$ cat src/rtl/branch_resolver.sv
// ---------------------------------------------------------------------------
// branch_resolver
//
// Consumer end of the branch-predictor prediction/resolution interface.
// Fetch pushes each prediction (pc, history index, target, direction) into
// an in-order queue. Execute resolves branches oldest-first. Each resolution
// is compared against the queued head. The result is returned to the
// predictor as the res_* bundle. A wrong prediction also raises a fetch
// redirect and discards the younger, wrong-path queue entries.
//
// Ports:
//   clk_i, rst_n_i      clock, asynchronous active-low reset
//   flush_i             external flush: empties the queue, suppresses any
//                       resolution/push in the same cycle
//   pred_*              prediction push from fetch (valid/ready handshake)
//   exe_*               resolved outcome of the oldest branch
//   res_*               registered resolution bundle to the predictor
//   redirect_*          registered fetch restart request
//   order_err_o         sticky: resolve on empty queue or pc mismatch
//
// Optional build macro BRANCH_RESOLVER_STATS_EN adds saturating 32-bit
// counters stat_branches_o / stat_mispred_o (not cleared by flush).
// ---------------------------------------------------------------------------
module branch_resolver #(
    parameter int XLEN  = 32,
    parameter int HLEN  = 5,
    parameter int DEPTH = 4
) (
    input  logic            clk_i,
    input  logic            rst_n_i,
    input  logic            flush_i,
    input  logic            pred_valid_i,
    output logic            pred_ready_o,
    input  logic [XLEN-1:0] pred_pc_i,
    input  logic [HLEN-1:0] pred_index_i,
    input  logic [XLEN-1:0] pred_target_i,
    input  logic            pred_taken_i,
    input  logic            exe_valid_i,
    input  logic [XLEN-1:0] exe_pc_i,
    input  logic [XLEN-1:0] exe_target_i,
    input  logic            exe_taken_i,
    output logic            res_valid_o,
    output logic [XLEN-1:0] res_pc_o,
    output logic [HLEN-1:0] res_index_o,
    output logic [XLEN-1:0] res_target_o,
    output logic            res_taken_o,
    output logic            res_mispredict_o,
    output logic            redirect_valid_o,
    output logic [XLEN-1:0] redirect_pc_o,
    output logic            order_err_o
`ifdef BRANCH_RESOLVER_STATS_EN
    ,
    output logic [31:0]     stat_branches_o,
    output logic [31:0]     stat_mispred_o
`endif
);

    localparam int PW = (DEPTH > 1) ? $clog2(DEPTH) : 1;
    localparam int CW = $clog2(DEPTH) + 1;
    localparam logic [CW-1:0] FULL_CNT = CW'(DEPTH);

    // Prediction storage (no reset needed: validity is tracked by r_count)
    logic [XLEN-1:0] r_q_pc     [DEPTH];
    logic [HLEN-1:0] r_q_index  [DEPTH];
    logic [XLEN-1:0] r_q_target [DEPTH];
    logic            r_q_taken  [DEPTH];

    logic [PW-1:0]   r_rd_ptr;
    logic [PW-1:0]   r_wr_ptr;
    logic [CW-1:0]   r_count;

    logic [XLEN-1:0] w_head_pc;
    logic [HLEN-1:0] w_head_index;
    logic [XLEN-1:0] w_head_target;
    logic            w_head_taken;

    logic            w_push;
    logic            w_pop;
    logic            w_empty_err;
    logic            w_pc_err;
    logic            w_dir_miss;
    logic            w_mispred;
    logic [XLEN-1:0] w_redirect_pc;

    assign pred_ready_o = (r_count != FULL_CNT);

    assign w_head_pc     = r_q_pc[r_rd_ptr];
    assign w_head_index  = r_q_index[r_rd_ptr];
    assign w_head_target = r_q_target[r_rd_ptr];
    assign w_head_taken  = r_q_taken[r_rd_ptr];

    always_comb begin
        w_pop       = ~flush_i & exe_valid_i & (r_count != '0);
        w_empty_err = ~flush_i & exe_valid_i & (r_count == '0);
        w_pc_err    = w_pop & (exe_pc_i != w_head_pc);
        // Target only matters when the branch was actually taken
        w_dir_miss  = (exe_taken_i != w_head_taken)
                    | (exe_taken_i & (exe_target_i != w_head_target));
        // A pc mismatch means the queue is out of sync with execute, so it
        // is treated as a mispredict to force a clean restart.
        w_mispred   = w_pop & (w_dir_miss | w_pc_err);
        // A push racing a mispredict is wrong-path and is dropped
        w_push      = ~flush_i & ~w_mispred & pred_valid_i & pred_ready_o;
        w_redirect_pc = exe_taken_i ? exe_target_i : (exe_pc_i + XLEN'(4));
    end

    always_ff @(posedge clk_i) begin
        if (w_push) begin
            r_q_pc[r_wr_ptr]     <= pred_pc_i;
            r_q_index[r_wr_ptr]  <= pred_index_i;
            r_q_target[r_wr_ptr] <= pred_target_i;
            r_q_taken[r_wr_ptr]  <= pred_taken_i;
        end
    end

    always_ff @(posedge clk_i or negedge rst_n_i) begin
        if (!rst_n_i) begin
            r_rd_ptr         <= '0;
            r_wr_ptr         <= '0;
            r_count          <= '0;
            res_valid_o      <= 1'b0;
            res_pc_o         <= '0;
            res_index_o      <= '0;
            res_target_o     <= '0;
            res_taken_o      <= 1'b0;
            res_mispredict_o <= 1'b0;
            redirect_valid_o <= 1'b0;
            redirect_pc_o    <= '0;
            order_err_o      <= 1'b0;
        end else begin
            res_valid_o      <= w_pop;
            redirect_valid_o <= w_mispred;

            if (w_pop) begin
                res_pc_o         <= exe_pc_i;
                res_index_o      <= w_head_index;
                res_target_o     <= exe_target_i;
                res_taken_o      <= exe_taken_i;
                res_mispredict_o <= w_mispred;
            end

            if (w_mispred) begin
                redirect_pc_o <= w_redirect_pc;
            end

            if (w_empty_err | w_pc_err) begin
                order_err_o <= 1'b1;
            end

            if (flush_i | w_mispred) begin
                r_rd_ptr <= '0;
                r_wr_ptr <= '0;
                r_count  <= '0;
            end else begin
                if (w_push) begin
                    r_wr_ptr <= r_wr_ptr + PW'(1);
                end
                if (w_pop) begin
                    r_rd_ptr <= r_rd_ptr + PW'(1);
                end
                r_count <= r_count + CW'(w_push) - CW'(w_pop);
            end
        end
    end

`ifdef BRANCH_RESOLVER_STATS_EN
    always_ff @(posedge clk_i or negedge rst_n_i) begin
        if (!rst_n_i) begin
            stat_branches_o <= '0;
            stat_mispred_o  <= '0;
        end else begin
            if (w_pop && (stat_branches_o != 32'hFFFF_FFFF)) begin
                stat_branches_o <= stat_branches_o + 32'd1;
            end
            if (w_mispred && (stat_mispred_o != 32'hFFFF_FFFF)) begin
                stat_mispred_o <= stat_mispred_o + 32'd1;
            end
        end
    end
`endif

endmodule

$ cat config.mk
export PLATFORM = sky130hd
export DESIGN_NAME = branch_resolver
export DESIGN_NICKNAME = d
export VERILOG_FILES = /design/src/rtl/branch_resolver.sv
export SDC_FILE = /design/constraint.sdc
export NUM_CORES = 1
export LEC_CHECK = 0
export BUFFER_PORTS_ARGS = -buffer_cell sky130_fd_sc_hd__buf_2
export CORE_ASPECT_RATIO = 0.75
export CORE_MARGIN = 1
export CORE_UTILIZATION = 58
export DETAILED_ROUTE_END_ITERATION = 8
export PLACE_DENSITY_LB_ADDON = 0.25
export SLEW_MARGIN = 5
export SYNTH_ARGS = -nofsm -noshare
export SYNTH_HDL_FRONTEND = slang
export SYNTH_SLANG_ARGS = --single-unit
$ cat constraint.sdc
create_clock -name clk_i -period 13.28 [get_ports clk_i]
set_input_delay 1.328 -clock clk_i [delete_from_list [all_inputs] [get_ports clk_i]]
set_output_delay 1.328 -clock clk_i [all_outputs]
set_load 0.01 [all_outputs]
==> flow_metrics.env, run 1 <==
export IMPL_min_period_ns=6.35
export IMPL_grt_max_degree=114
export IMPL_synth_edf_count=280
export IMPL_fp_row_count=52
export IMPL_drt_pass1_iterations=5
export IMPL_outcome="complete, no violations"
export IMPL_critical_path_class="register to register"
export IMPL_vias_per_cell=5.89
export IMPL_htree_levels=2
export IMPL_start_util_pct=59.9
export IMPL_post_drt_wl_per_cell_um=24.3
export IMPL_p_leak_nw=7.49
export IMPL_met3_wirelength_um=4340
export IMPL_finalPower_w=0.00353
export IMPL_syn2layout_area_growth_pct=17.5
export IMPL_setup_tns_ns=0
export IMPL_cpPeakStageDelay_ns=1.07
export IMPL_drt_first_iter_violations=924
export IMPL_place_gp_congestion=0.814
export IMPL_drc=0
export IMPL_wl_met2_um=18900
export IMPL_final_cell_mix="edfxtp_1 (280), nand2_1 (260), buf_2 (245)"
export IMPL_avgSynthCellArea_um2=15.0
export IMPL_setup_viol=0
export IMPL_cts_setup_buffers=0
export IMPL_path_cells="buf_4, mux4_2, xor2_1, a2111oi_0, nand4_1, or4_4, nor4_4, o221ai_2, nor2_4, buf_4"
export IMPL_syn_num_nets=1245
export IMPL_grt_pass1_vias=10100
export IMPL_finalCritPeriodShare_pct=47.8
export IMPL_maxCapViolCount=0
export IMPL_stdcell_area_mm2=0.0193
export IMPL_numCtsBuffers=38
export IMPL_layout_drive_gt1_share_pct=30.6
export IMPL_cts_buffer_depth=3
export IMPL_wl_met1_um=17900
export IMPL_synth_distinct_cells=50
export IMPL_cp_arrival_ns=6.50
export IMPL_drt_total_wl_um=42400
export IMPL_peakVddDrop_uv=112
export IMPL_cp_common_cell="buf_4"
export IMPL_grt_first_pass_wirelength_um=63300
export IMPL_crit_slowest_cell="nor2_4"
export IMPL_start_kind="register"
export IMPL_die_h_um=148
export IMPL_dr_total_vias=10300
export IMPL_clkSinkCount=393
export IMPL_globalRouteTotalUtil_pct=30.1
export IMPL_async_reset_ff_share_pct=28.8
export IMPL_core_area_mm2=0.0274
export IMPL_hold_viol_final=0
export IMPL_synth_seq_cells=393
export IMPL_drv_slew=0
export IMPL_worst_hold_path_type="register to register"
export IMPL_clkTransAtPathRegs_ns=0.06
export IMPL_fin_worst_skew_ns=0.0137
export IMPL_cts_tree="built"
export IMPL_topRoutingLayerUsed="met4"
export IMPL_synth_cells=1097
export IMPL_holdBufCountCts=0
export IMPL_cts_root_buf="clkbuf_16"
export IMPL_regToRegStartpoint="r_rd_ptr[0]"
export IMPL_dieArea_mm2=0.0290
export IMPL_hp_start="res_pc_o[3]"
export IMPL_cp_startpoint="r_rd_ptr[0]"
export IMPL_yosysWarnings=0
export IMPL_port_buffers=246
export IMPL_ant_nets=0
export IMPL_pin_count=247
export IMPL_clock_latency_ns=0.53
export IMPL_slew_headroom_pct=19.3
export IMPL_rsz0062_at_grt="false"
export IMPL_synthFlopType="edfxtp_1"
export IMPL_fmax_mhz=157
export IMPL_ys_seq_area_share_pct=68.5
export IMPL_worstPathRequired_ns=13.43
export IMPL_layout_commonest_cell="edfxtp_1"
export IMPL_power_density_mw_per_mm2=183
export IMPL_syn_area_mm2=0.0164
export IMPL_dp_hpwl_um=28500
export IMPL_ctsResizeCount=0
export IMPL_antenna_found_initial=1
export IMPL_end_kind="register"
export IMPL_grt_ovfl_total=0
export IMPL_cp_max_fo=37
export IMPL_nFillCells=1822
export IMPL_final_nets=1481
export IMPL_worst_pin_slew_ns=1.21
export IMPL_fp_dieW_um=196
export IMPL_dpl_instance_area_mm2=0.0179
-- path summary, 6_finish.rpt --
| kind | end | slack [ns] | depth (start not counted) |
|---|---|---|---|
| hold / removal | res_pc_o[3] | 0.47 | 2 |
| setup reg to reg | r_q_pc[0][21] | 6.93 | 10 |
| hold reg to reg | res_pc_o[3] | 0.47 | 2 |
| min in group asynchronous | res_pc_o[29] | 0.96 | 1 |
| setup / recovery | r_q_pc[0][21] | 6.93 | 10 |
| max in group asynchronous | r_rd_ptr[0] | 11.45 | 1 |
-- cell usage after synthesis, drive strengths merged, types with 16 or more instances --
master | number | area, µm²
nand4 | 16 | 100
clkbuf | 31 | 116
mux4 | 53 | 1190
nor2 | 18 | 67.6
xor2 | 35 | 307
o21ai | 33 | 165
xnor2 | 58 | 508
dfrtp | 113 | 2830
buf | 30 | 188
mux2i | 34 | 340
edfxtp | 280 | 8410
nand2 | 260 | 976
mux2 | 37 | 522
-- cells by family after synthesis --
family | share of synthesized area (%)
adder cells (fa/ha/maj) | 0.656
AND/OR/NAND/NOR | 8.85
AO/OA/AOI/OAI | 2.39
multiplexers | 12.5
flip-flops | 68.5
buffers and inverters | 2.13
XOR/XNOR | 4.96
-- flip-flops by register name, indices dropped and copies added, names as in the netlist --
name	flops
r_q_target	128
res_index_o	5
r_q_index	20
res_valid_o	1
r_wr_ptr	2
redirect_pc_o	32
r_q_taken	4
r_q_pc	128
res_mispredict_o	1
order_err_o	1
r_count	3
redirect_valid_o	1
r_rd_ptr	2
res_pc_o	32
res_taken_o	1
res_target_o	32
-- cell type report --
cell class / count / area [µm²] / share of cell area (%)
timing repair buffer: 257 / 1320 / 6.85
multi-input combinational: 631 / 4860 / 25.2
inverter: 12 / 45.0 / 0.234
antenna: 3 / 7.51 / 0.0389
tap: 378 / 473 / 2.45
clock buffer: 56 / 1140 / 5.92
clock inverter: 13 / 186 / 0.967
sequential: 393 / 11200 / 58.3
-- metrics by stage --
stage | hold slack (ns) | worst slack, ns | cells | util, %
floorplan | 0.513 | 6.65 | 1097 | -
global placement | 0.452 | 7.07 | 1671 | 65.5
detailed placement | 0.456 | 6.84 | 1671 | 65.5
CTS | 0.472 | 6.82 | 1740 | 70.4
global route | 0.479 | 6.41 | 1740 | 70.4
finish | 0.467 | 6.93 | 1743 | 70.4
-- power by group --
part / switching, W / total (W) / internal (W)
clock network: 0.000444 / 0.00114 / 0.000694
registers: 0.000113 / 0.00166 / 0.00155
logic: 0.000415 / 0.000730 / 0.000315
total: 0.000972 / 0.00353 / 0.00256
-- worst max-delay path, delay by kind of cell (launching register included) --
family | cells | cell delay (ns)
AND/OR/NAND/NOR | 4 | 2.16
buffers and inverters | 2 | 1.29
flip-flops | 1 | 0.87
AO/OA/AOI/OAI | 2 | 0.81
multiplexers | 1 | 0.60
XOR/XNOR | 1 | 0.15
-- routing by layer --
metal | GRT usage (%) | vias to the layer above
li1 | - | 4469
met1 | 45.5 | 5162
met2 | 43.5 | 554
met3 | 7.23 | 85
met4 | 9.65 | 0
met5 | 0 | -
(Power assumes the default switching activity.)
==> run 2, diff against run 1 <==
--- a/config.mk
+++ b/config.mk
@@ -5,10 +5,11 @@
 export SDC_FILE = /design/constraint.sdc
 export NUM_CORES = 1
 export LEC_CHECK = 0
+export ABC_AREA = 1
 export BUFFER_PORTS_ARGS = -buffer_cell sky130_fd_sc_hd__buf_2
 export CORE_ASPECT_RATIO = 0.75
 export CORE_MARGIN = 1
-export CORE_UTILIZATION = 58
+export CORE_UTILIZATION = 52
 export DETAILED_ROUTE_END_ITERATION = 8
 export PLACE_DENSITY_LB_ADDON = 0.25
 export SLEW_MARGIN = 5
==> constraint.sdc (replaced) <==
create_clock -name clk_i -period 5.5 [get_ports clk_i]
set_input_delay 0.55 -clock clk_i [delete_from_list [all_inputs] [get_ports clk_i]]
set_output_delay 0.55 -clock clk_i [all_outputs]
set_load 0.01 [all_outputs]
==> run 2 against run 1 <==
  * Synthesized area rose by 3.4%
  * Worst setup slack got worse by 6.1 ns
  * Critical endpoint is now r_count[2]
  * Cell count rose by 37%
  * Die area rose by 15%
==> flow_metrics.env, run 2 <==
export IMPL_outcome="complete, no violations"
export IMPL_hold_viol_final=0
export IMPL_die_h_um=158
export IMPL_post_drt_wl_per_cell_um=20.6
export IMPL_cts_setup_buffers=0
export IMPL_synth_cells=1682
export IMPL_htree_levels=2
export IMPL_multi_input_area_mm2=0.00501
export IMPL_dieArea_mm2=0.0334
export IMPL_pin_count=247
export IMPL_holdBufCountCts=0
export IMPL_p_leak_nw=8.75
export IMPL_vias_per_cell=5.47
export IMPL_synth_top_family_by_area="simple AND/OR/NAND/NOR gates"
export IMPL_power_frac_comb_pct=29.3
export IMPL_setup_viol=0
export IMPL_grt_max_degree=131
export IMPL_syn_num_nets=1830
export IMPL_end_kind="register"
export IMPL_start_kind="register"
export IMPL_setup_tns_ns=0
export IMPL_syn2layout_area_growth_pct=17.8
export IMPL_layout_commonest_cell="nand2_1"
export IMPL_syn_area_mm2=0.0170
export IMPL_regArea_mm2=0.0112
export IMPL_synthTopCellsByCount="nand2_1 (631), edfxtp_1 (280), nand3_1 (208)"
export IMPL_synth_most_common_cell="nand2_1"
export IMPL_drt_first_iter_violations=1449
export IMPL_worst_hold_path_type="primary input to async pin"
export IMPL_fmax_mhz=214
export IMPL_drv_slew=0
export IMPL_worstPathRequired_ns=5.97
export IMPL_slew_headroom_pct=16.2
export IMPL_worst_pin_slew_ns=1.26
export IMPL_cp_startpoint="r_rd_ptr[0]"
export IMPL_dp_hpwl_um=33500
export IMPL_numCtsBuffers=40
export IMPL_clock_latency_ns=0.55
export IMPL_core_area_mm2=0.0317
export IMPL_ys_seq_area_share_pct=66.2
export IMPL_final_cell_mix="nand2_1 (631), edfxtp_1 (280), buf_2 (245)"
export IMPL_netSwitchingFraction_pct=34.5
export IMPL_start_util_pct=53.6
export IMPL_synth_seq_cells=393
export IMPL_fin_worst_skew_ns=0.0281
export IMPL_seqPwrFrac_pct=41.4
export IMPL_synth_top_area_share_pct=49.6
export IMPL_clkSinkCount=393
export IMPL_synth_edf_count=280
export IMPL_synth_xor_xnor_area_share_pct=1.81
export IMPL_fp_dieW_um=211
export IMPL_nFillCells=2626
export IMPL_drt_pass1_iterations=6
export IMPL_grt_ovfl_total=0
export IMPL_drt_total_wl_um=49400
export IMPL_min_period_ns=4.67
export IMPL_ctsResizeCount=0
export IMPL_synth_area_leaders="edfxtp_1 (50%), dfrtp_1 (17%), nand2_1 (14%), nand3_1 (6.1%), o21ai_0 (3.2%)"
export IMPL_clkTransAtPathRegs_ns=0.06
export IMPL_final_nets=2062
export IMPL_critical_path_class="register to register"
export IMPL_async_reset_ff_share_pct=28.8
export IMPL_layout_drive_gt1_share_pct=17.8
export IMPL_placed_cells=2307
export IMPL_top_regs="r_q_pc (128), r_q_target (128)"
export IMPL_power_density_mw_per_mm2=483
export IMPL_p_int_w=0.00632
export IMPL_maxCapViolCount=0
export IMPL_avgSynthCellArea_um2=10.1
export IMPL_cp_max_fo=66
export IMPL_fin_cells=2395
export IMPL_switching_power_w=0.00333
export IMPL_cts_buffer_depth=3
export IMPL_fp_row_count=56
export IMPL_port_buffers=246
export IMPL_yosysWarnings=0
export IMPL_antenna_found_initial=17
export IMPL_yosysTopAreaCell="edfxtp_1"
export IMPL_cp_arrival_ns=5.14
export IMPL_ant_nets=0
export IMPL_synth_compound_area_share_pct=3.61
export IMPL_rsz0062_at_grt="false"
export IMPL_grt_first_pass_wirelength_um=73400
export IMPL_drc=0
export IMPL_yosys_area_share_simple_pct=23.3
export IMPL_synthMuxAreaShare_pct=0
export IMPL_synthFlopType="edfxtp_1"
export IMPL_synth_fa_ha_area_share_pct=0.634
export IMPL_globalRouteTotalUtil_pct=29.9
export IMPL_finalCritPeriodShare_pct=84.8
export IMPL_p_clk_share_pct=29.3
export IMPL_place_gp_congestion=0.939
export IMPL_dr_total_vias=13100
export IMPL_synth_distinct_cells=26
export IMPL_grt_pass1_vias=12300
export IMPL_regToRegStartpoint="r_rd_ptr[0]"
export IMPL_cts_tree="built"
export IMPL_peakVddDrop_uv=313
export IMPL_cts_root_buf="clkbuf_16"
## run 2: cell count changes after synthesis, moves of 34 or more
| cell | before | now |
|---|---|---|
| inv_1 | 12 | 92 |
| mux2i_1 | 34 | 0 |
| o21ai_0 | 33 | 107 |
| nor2_1 | 18 | 74 |
| mux4_2 | 53 | 0 |
| nand3_1 | 15 | 208 |
| xnor2_1 | 58 | 2 |
| nand2_1 | 260 | 631 |
## run 2: final timing paths
path	to	slack [ns]	cells after the start
max	r_count[2]	0.83	20
min	res_valid_o	0.1	1
max reg2reg	r_count[2]	0.83	20
min reg2reg	res_target_o[1]	0.47	2
max in group asynchronous	r_rd_ptr[0]	4.03	2
min in group clk_i	r_q_pc[0][31]	0.22	1
## run 2: stage by stage
step	worst slack [ns]	utilization (%)	cell area, µm²	hold slack [ns]	total power [W]
floorplan	0.374	-	17000	0.254	0.00586
CTS	0.950	63.0	19900	0.119	0.00966
finish	0.835	63.1	20000	0.0960	0.00965
global placement	1.06	58.6	18600	0.450	0.00676
detailed placement	0.971	58.6	18600	0.455	0.00685
global route	0.556	63.0	20000	0.167	0.0102
## run 2: kinds of logic after synthesis
family,after synthesis
AOI/OAI and AO/OA,121
xor gates and xnor gates,35
adders and majority gates,8
buffers and inverters,169
DFF,393
and+or+nand+nor,956
## run 2: area by class of cell
class                      instances  area share [%]
clock buffer                      57            6.05
antenna                           14           0.175
clock inverter                    17           0.889
inverter                          95            1.82
multi-input combinational       1120            25.1
timing repair buffer             264            7.04
sequential                       393            56.2
tap                              435            2.72
## run 2: critical path, cell delays in order (launching register included)
cell and delay (ns):
dfrtp_4 0.67, inv_4 0.61, buf_12 0.32, nand2_1 0.11, nand3_1 0.13, nand2_1 0.07, nand2_1 0.06, nand4_1 0.10
nor2_1 0.11, nand2_1 0.07, nor2_1 0.25, nand2_1 0.19, nand2_2 0.12, nand4_1 0.39, ha_1 0.45, inv_1 0.06
ha_1 0.13, inv_1 0.05, fa_1 0.37, xor2_1 0.17, nor2_1 0.11
## run 2: power by group through the flow
stage / clock network (W) / logic [W] / registers, W
finish: 0.00282 / 0.00283 / 0.00400
detailed placement: 0 / 0.00279 / 0.00405
global placement: 0 / 0.00272 / 0.00404
CTS: 0.00285 / 0.00281 / 0.00399
global route: 0.00297 / 0.00317 / 0.00404
floorplan: 0 / 0.00171 / 0.00415
## run 2: layer usage
metal | part of all wire, % | GRT usage (%) | wire (µm)
met1 | 41 | 41.7 | 20400
met2 | 44 | 43.9 | 21500
met3 | 13 | 10.1 | 6370
met4 | 2.2 | 10.4 | 1090
met5 | 0.071 | 0 | 35
